File: config.mk
export PLATFORM = sky130hd
export DESIGN_NAME = dm_access_ctrl
export DESIGN_NICKNAME = d
export VERILOG_FILES = /design/src/rtl/dm_access_ctrl.sv
export SDC_FILE = /design/constraint.sdc
export NUM_CORES = 1
export LEC_CHECK = 0
export CELL_PAD_IN_SITES_DETAIL_PLACEMENT = 0
export CELL_PAD_IN_SITES_GLOBAL_PLACEMENT = 1
export CORE_ASPECT_RATIO = 1.75
export CORE_MARGIN = 2
export CORE_UTILIZATION = 44
export CTS_BUF_LIST = sky130_fd_sc_hd__clkbuf_2 sky130_fd_sc_hd__clkbuf_4 sky130_fd_sc_hd__clkbuf_8
export CTS_CLUSTER_SIZE = 20
export DETAILED_ROUTE_END_ITERATION = 8
export DONT_BUFFER_PORTS = 1
export PLACE_DENSITY = 0.81
export SYNTH_ARGS = -nofsm -noshare
export SYNTH_HDL_FRONTEND = slang
export SYNTH_SLANG_ARGS = --single-unit
File: constraint.sdc
create_clock -name clk -period 2.1 [get_ports clk]
set_input_delay 0.42 -clock clk [delete_from_list [all_inputs] [get_ports clk]]
set_output_delay 0.42 -clock clk [all_outputs]
set_load 0.05 [all_outputs]
File: src/rtl/dm_access_ctrl.sv
// Data-memory access sequencer: IDLE -> ACCESS (req/ack, bounded wait) -> DONE.
// Legal loads/stores stall the pipeline until DONE; faulting addresses raise AdEL/AdES and are never issued.
module dm_access_ctrl #(
  parameter logic [31:0] DM_BASE = 32'h0000_0000,
  parameter logic [31:0] DM_SIZE = 32'h0000_3000,
  parameter int unsigned TIMEOUT = 16
) (
  input  logic        clk,
  input  logic        reset,
  input  logic [5:0]  Op_M,
  input  logic [31:0] Addr_M,
  input  logic [31:0] WData_M,
  output logic        Stall_M,
  output logic [31:0] RData_M,
  output logic        AdEL,
  output logic        AdES,
  output logic        BusErr,
  output logic        mem_req,
  output logic        mem_we,
  output logic [31:0] mem_addr,
  output logic [3:0]  mem_be,
  output logic [31:0] mem_wdata,
  input  logic [31:0] mem_rdata,
  input  logic        mem_ack
);

  localparam logic [5:0] OP_LB  = 6'b100000;
  localparam logic [5:0] OP_LH  = 6'b100001;
  localparam logic [5:0] OP_LW  = 6'b100011;
  localparam logic [5:0] OP_LBU = 6'b100100;
  localparam logic [5:0] OP_LHU = 6'b100101;
  localparam logic [5:0] OP_SB  = 6'b101000;
  localparam logic [5:0] OP_SH  = 6'b101001;
  localparam logic [5:0] OP_SW  = 6'b101011;

  localparam int CW = (TIMEOUT > 1) ? $clog2(TIMEOUT) : 1;
  localparam logic [CW-1:0] CNT_LAST = CW'(TIMEOUT - 1);

  typedef enum logic [1:0] {S_IDLE, S_ACCESS, S_DONE} state_t;

  state_t        state_q;
  logic [CW-1:0] cnt_q;
  logic [5:0]    op_q;
  logic [1:0]    lo_q;
  logic [31:0]   rdata_q;
  logic          buserr_q;
  logic          req_q;
  logic          we_q;
  logic [31:0]   addr_q;
  logic [3:0]    be_q;
  logic [31:0]   wdata_q;

  logic        is_ld, is_st, need_h, need_w;
  logic        misalign, in_range, fault, idle, go;
  logic [32:0] off;
  logic [3:0]  be_d;
  logic [31:0] wdata_d;
  logic [7:0]  byte_sel;
  logic [15:0] half_sel;
  logic [31:0] ext_d;

  always_comb begin
    is_ld  = 1'b0;
    is_st  = 1'b0;
    need_h = 1'b0;
    need_w = 1'b0;
    case (Op_M)
      OP_LB, OP_LBU: is_ld = 1'b1;
      OP_LH, OP_LHU: begin is_ld = 1'b1; need_h = 1'b1; end
      OP_LW:         begin is_ld = 1'b1; need_w = 1'b1; end
      OP_SB:         is_st = 1'b1;
      OP_SH:         begin is_st = 1'b1; need_h = 1'b1; end
      OP_SW:         begin is_st = 1'b1; need_w = 1'b1; end
      default:       ;
    endcase
  end

  // Range check via offset from base; the borrow bit flags addresses below DM_BASE.
  assign off      = {1'b0, Addr_M} - {1'b0, DM_BASE};
  assign in_range = ~off[32] && (off[31:0] < DM_SIZE);
  assign misalign = (need_h & Addr_M[0]) | (need_w & (|Addr_M[1:0]));
  assign fault    = misalign | ~in_range;
  assign idle     = (state_q == S_IDLE);
  assign go       = idle & (is_ld | is_st) & ~fault;

  assign AdEL    = idle & is_ld & fault;
  assign AdES    = idle & is_st & fault;
  assign Stall_M = go | (state_q == S_ACCESS);

  always_comb begin
    be_d    = 4'b1111;
    wdata_d = 32'h0;
    case (Op_M)
      OP_SB: begin
        be_d    = 4'b0001 << Addr_M[1:0];
        wdata_d = {4{WData_M[7:0]}};
      end
      OP_SH: begin
        be_d    = Addr_M[1] ? 4'b1100 : 4'b0011;
        wdata_d = {2{WData_M[15:0]}};
      end
      OP_SW:   wdata_d = WData_M;
      default: ;
    endcase
  end

  // Lane selection uses the latched low address bits, not the live ALU output.
  always_comb begin
    case (lo_q)
      2'd0:    byte_sel = mem_rdata[7:0];
      2'd1:    byte_sel = mem_rdata[15:8];
      2'd2:    byte_sel = mem_rdata[23:16];
      default: byte_sel = mem_rdata[31:24];
    endcase
    half_sel = lo_q[1] ? mem_rdata[31:16] : mem_rdata[15:0];
    case (op_q)
      OP_LB:   ext_d = {{24{byte_sel[7]}}, byte_sel};
      OP_LBU:  ext_d = {24'h0, byte_sel};
      OP_LH:   ext_d = {{16{half_sel[15]}}, half_sel};
      OP_LHU:  ext_d = {16'h0, half_sel};
      OP_LW:   ext_d = mem_rdata;
      default: ext_d = 32'h0;
    endcase
  end

  always_ff @(posedge clk) begin
    if (reset) begin
      state_q  <= S_IDLE;
      cnt_q    <= '0;
      op_q     <= 6'h0;
      lo_q     <= 2'b00;
      rdata_q  <= 32'h0;
      buserr_q <= 1'b0;
      req_q    <= 1'b0;
      we_q     <= 1'b0;
      addr_q   <= 32'h0;
      be_q     <= 4'h0;
      wdata_q  <= 32'h0;
    end else begin
      case (state_q)
        S_IDLE: begin
          if (go) begin
            addr_q  <= {Addr_M[31:2], 2'b00};
            we_q    <= is_st;
            be_q    <= be_d;
            wdata_q <= wdata_d;
            op_q    <= Op_M;
            lo_q    <= Addr_M[1:0];
            cnt_q   <= '0;
            req_q   <= 1'b1;
            state_q <= S_ACCESS;
          end
        end
        S_ACCESS: begin
          if (mem_ack) begin
            rdata_q <= ext_d;
            req_q   <= 1'b0;
            state_q <= S_DONE;
          end else if (cnt_q == CNT_LAST) begin
            rdata_q  <= 32'h0;
            buserr_q <= 1'b1;
            req_q    <= 1'b0;
            state_q  <= S_DONE;
          end else begin
            cnt_q <= cnt_q + CW'(1);
          end
        end
        S_DONE: begin
          buserr_q <= 1'b0;
          state_q  <= S_IDLE;
        end
        default: state_q <= S_IDLE;
      endcase
    end
  end

  assign RData_M   = rdata_q;
  assign BusErr    = buserr_q;
  assign mem_req   = req_q;
  assign mem_we    = we_q;
  assign mem_addr  = addr_q;
  assign mem_be    = be_q;
  assign mem_wdata = wdata_q;

endmodule
=== Word level (Yosys, flattened, before mapping) ===
Index checks and enable logic that the tools add are counted.

* Bits in registers: 115
* Input port bits: 105
* Output and inout port bits: 106
* Word-level logic and storage cells: 94

* Add/subtract/negate cells: 1
* $lt $le $gt $ge: 1
* Equal/unequal tests: 23
* Shifts and indexed selects: 1
* Multiplexer cells: 27
* Bitwise operators: 14
* Reduce and logical (&&, ||, !) cells: 16

{| class="wikitable"
|+ Operators by type and width
! cell !! count
|-
| $pmux 32 s5 || 1
|-
| $pmux 32 s3 || 1
|-
| $eq 6x6->1 const B || 13
|-
| $mux 32 || 2
|-
| $lt 32x14->1 const B || 1
|-
| $pmux 8 s3 || 1
|-
| $mux 16 || 1
|-
| $mux 4 || 4
|-
| $pmux 4 s2 || 2
|-
| $mux 1 || 9
|-
| $and 1x1->1 || 8
|-
| $mux 2 || 3
|-
| $reduce_and 2->1 || 3
|-
| $reduce_and 3->1 || 2
|-
| $reduce_bool 2->1 || 3
|-
| $reduce_or 3->1 || 2
|-
| $reduce_or 5->1 || 1
|-
| $add 4x1->4 const B || 1
|-
| $eq 2x1->1 const B || 2
|-
| $eq 2x2->1 const B || 2
|-
| $eq 4x4->1 const B || 1
|-
| $logic_not 2->1 || 2
|-
| $ne 2x1->1 const B || 2
|-
| $ne 2x2->1 const B || 2
|-
| 8 further kinds || 14
|}

=== Longest topological paths before layout ===
* Depth after elaboration: 10
* Mapped depth: 7
* Gate-level depth less buffers: 6

=== Worst setup path before layout ===
No wires, ideal clock.

* Kind: input-to-output
* From: input port Op_M[2]
* To: output port AdEL
* Arrival time: 3654 ps
* Data required time: 1680 ps
* Slack: -1974 ps
* Stages on the path: 4
* Buffers on the path: 0
* Cell sequence: nand3b_2 > o311ai_4 > a211oi_2 > a2111oi_0

* Cells in the longest elaborated chain, start to end: 7

{| class="wikitable"
|+ Ends and longest elaborated chain
! element !! RTL line !! source
|-
| start, declared || 10 || <nowiki>input logic [5:0] Op_M,</nowiki>
|-
| $eq 6x6->1 || 67 || <nowiki>case (Op_M)</nowiki>
|-
| $reduce_or 3->1 (no source line) / $reduce_or 2->1 (equally long branches) || - ||
|-
| $mux 1 || 67 ||
|-
| $and 1x1->1 || 81 || <nowiki>assign misalign = (need_h & Addr_M[0]) | (need_w & (|Addr_M[1:0]));</nowiki>
|-
| $or 1x1->1 || 81 ||
|-
| $or 1x1->1 || 82 || <nowiki>assign fault = misalign | ~in_range;</nowiki>
|-
| $and 1x1->1 * || 86 || <nowiki>assign AdEL = idle & is_ld & fault;</nowiki>
|-
| end, declared || 15 || <nowiki>output logic AdEL,</nowiki>
|}

Every way passes the cells marked *; elsewhere a longest branch is shown, timed or not.

=== Final worst setup path ===
Same ends and word-level chain as after synthesis.

==> flow_summary.json <==
{
  "ir_drop_mv": 0.446,
  "yosys.area.top_type": "dfxtp_1",
  "core_region_area_sq_um": 10600,
  "route.detailed.wl_per_inst_um": 21.2,
  "violations": "negative setup slack",
  "maxCapViolations": 0,
  "diodes": 0,
  "ios": 211,
  "leakagePower_nw": 1.93,
  "power-per-cell-area_nw_per_um2": 776,
  "area_growth_syn_to_layout_pct": 18.2,
  "synth_area_leaders": "dfxtp_1, mux2i_1, o2bb2ai_1",
  "setup_viol": 1,
  "clk-insertion-delay-late_ns": 0.42,
  "cts_hold_buffers": 0,
  "initial_utilization": 0.447,
  "cp-end-kind": "output pin",
  "preCtsSetupSlack_ns": -0.246,
  "cts_root_buf": "clkbuf_8",
  "hold_path.class": "in -> reg",
  "die_height_um": 141,
  "numPortBuffers": 0,
  "grt_pass1_vias": 3814,
  "slew_viol_final": 0,
  "antenna_found_initial": 0,
  "cts_htree_levels": 4,
  "yosysSeqAreaShare": 0.487,
  "synth_top_area_share": 0.487,
  "synth_seq_cells": 115,
  "worst_slew_pin_slew_ns": 0.652,
  "routed-via-count": 3779,
  "syn-cell-area_sq_um": 4720,
  "arrival_ns": 1.73,
  "initialDrtViolationCount": 182,
  "worst-setup-path-type": "in -> out",
  "yosys.cell_types.count": 60,
  "clock_path_buffers": 2,
  "yosys-top-cells-count": "dfxtp_1, nor2_1, mux2i_1, o2bb2ai_1",
  "cts_sinks": 115,
  "grt_max_degree": 52,
  "drive_above_1_share": 0.241,
  "setup.worst_path.start_class": "primary input",
  "crit_required_ns": 1.68,
  "fin_crit_sh": 1.02,
  "row_count": 50,
  "dieArea_sq_um": 11600,
  "cts_made_buffers": 17,
  "firstDrtPassIters": 6,
  "drc": 0,
  "wirelength_mm": 13.1,
  "rsz0062_at_grt": "yes",
  "gr-total-overflow": 0,
  "dp_hpwl_mm": 9.60,
  "place.gp.congestion": 0.788,
  "r2r_cells": 6,
  "grt_pass1_wl_mm": 18.9,
  "syn_area_per_cell_sq_um": 10.6,
  "timing.final.ws_setup_ns": -0.0460,
  "grt_usage": 0.216,
  "cts.clk_slew.worst_paths_ns": 0.07,
  "status": "finished with violations",
  "cp_max_fo": 5,
  "yosysWarnings": 0,
  "fmax_mhz": 466,
  "synth_edf_count": 0,
  "fin_crit_ns": 2.15,
  "synth_ff_type": "dfxtp_1",
  "die_w_um": 82.3,
  "regToRegSetupSlack_ns": 0.03,
  "syn_inst": 447,
  "nNetsFinal": 578,
  "synth-async-reset-ratio": 0,
  "ant_nets": 0,
  "synthMostInstantiatedCell": "dfxtp_1",
  "cts_tree": "built",
  "hold_viol": 0,
  "min_path_cells": 1,
  "fin_skew_ns": 0.0100,
  "fillers": 964,
  "slew_headroom": 0.564,
  "vias_per_cell": 6.14,
  "utilization": 0.528
}
per-stage QoR:
stage	TNS, ns	power [mW]	instance area [sq um]	cells	hold slack [ns]
floorplan	-0.205	2.34	4810	448	0.446
global placement	-8.36	2.35	5120	579	0.468
detailed placement	-11.39	2.35	5120	579	0.492
CTS	-0.0992	4.38	5550	613	0.0321
global route	-0.137	4.49	5590	615	0.0232
finish	-0.0460	4.33	5590	615	0.0660
logic make-up (layout without fill, tap and decap cells):
family	count (synthesis)	after routing	share of synthesized area
AO/OA/AOI/OAI	129	129	0.222
XOR/XNOR	2	2	0.00371
adder cells (fa/ha/maj)	1	1	0.00265
buffers and inverters	36	72	0.0365
flip-flops	115	115	0.487
multiplexers	37	37	0.0996
other	1	2	0.000794
AND/OR/NAND/NOR	126	127	0.147
worst max-delay path: stages:
cell	delay, ns
nand3b_2	0.22
o311ai_4	0.38
a211oi_2	0.08
buf_4	0.17
a2111oi_4	0.26
buf_12	0.19
path summary, 6_finish.rpt:
| check | startpoint | endpoint |
|---|---|---|
| worst max-delay path | Op_M[2] | AdEL |
| worst min-delay path | reset | state_q[1]$_SDFFE_PP0P_ |
| worst max register to register | lo_q[1]$_SDFFE_PP0P_ | RData_M[11]$_SDFFE_PP0P_ |
| worst min register to register | op_q[4]$_SDFFE_PP0P_ | op_q[4]$_SDFFE_PP0P_ |
cells in the final DEF, fill, tap and decap left out, drive strengths merged, types with 3 or more instances in the layout:
master | Yosys | layout
nor2b | 4 | 4
clkbuf | 19 | 18
a221o | 16 | 16
nor4 | 4 | 4
clkinvlp | 0 | 3
inv | 3 | 6
dfxtp | 115 | 115
a221oi | 9 | 9
a21o | 3 | 3
a22oi | 8 | 8
buf | 14 | 37
mux2i | 29 | 29
mux4 | 8 | 8
nor2 | 45 | 46
nand2 | 20 | 20
a222oi | 7 | 7
nand3b | 4 | 4
a211oi | 3 | 3
nand2b | 7 | 7
a22o | 9 | 9
nand3 | 3 | 3
a21oi | 20 | 20
o21ai | 22 | 22
clkinv | 0 | 6
and2 | 21 | 21
nor3 | 6 | 6
o2bb2ai | 22 | 22
sequential cells by signal, indices dropped and copies added (netlist names):
| signal | cells |
|---|---|
| mem_wdata | 32 |
| lo_q | 2 |
| op_q | 6 |
| mem_be | 4 |
| RData_M | 32 |
| mem_addr | 30 |
| cnt_q | 4 |
| BusErr | 1 |
| mem_we | 1 |
| mem_req | 1 |
| state_q | 2 |
per-layer routing:
| metal | track usage | vias up | routed length (um) |
|---|---|---|---|
| li1 | - | 1729 | - |
| met1 | 0.198 | 1833 | 4320 |
| met2 | 0.395 | 200 | 7200 |
| met3 | 0.0954 | 17 | 1300 |
| met4 | 0.0895 | 0 | 235 |
| met5 | 0 | - | 0 |
cell type report:
type	count	area, sq um	share of cell area
Multi-Input combinational cell	298	2380	0.426
Inverter	3	11.3	0.00202
Timing Repair Buffer	37	332	0.0594
Sequential cell	115	2310	0.413
Clock buffer	18	241	0.0432
Tap cell	130	163	0.0291
Clock inverter	14	154	0.0275
where the power goes:
part | switching [mW] | internal (mW) | leakage [nW]
registers | 0.00000127 | 2.18 | 0.927
clock network | 0.950 | 1.08 | 0.193
logic | 0.0710 | 0.0549 | 0.812
what timing repair did:
| action | CTS | global route |
|---|---|---|
| setup buffers | 2 | 1 |
| gates cloned | 0 | 1 |
| gates resized for setup | 8 | 4 |
| pin swaps | 4 | 4 |
| setup endpoints to repair | 4 | 37 |
(Power assumes the default switching activity.)
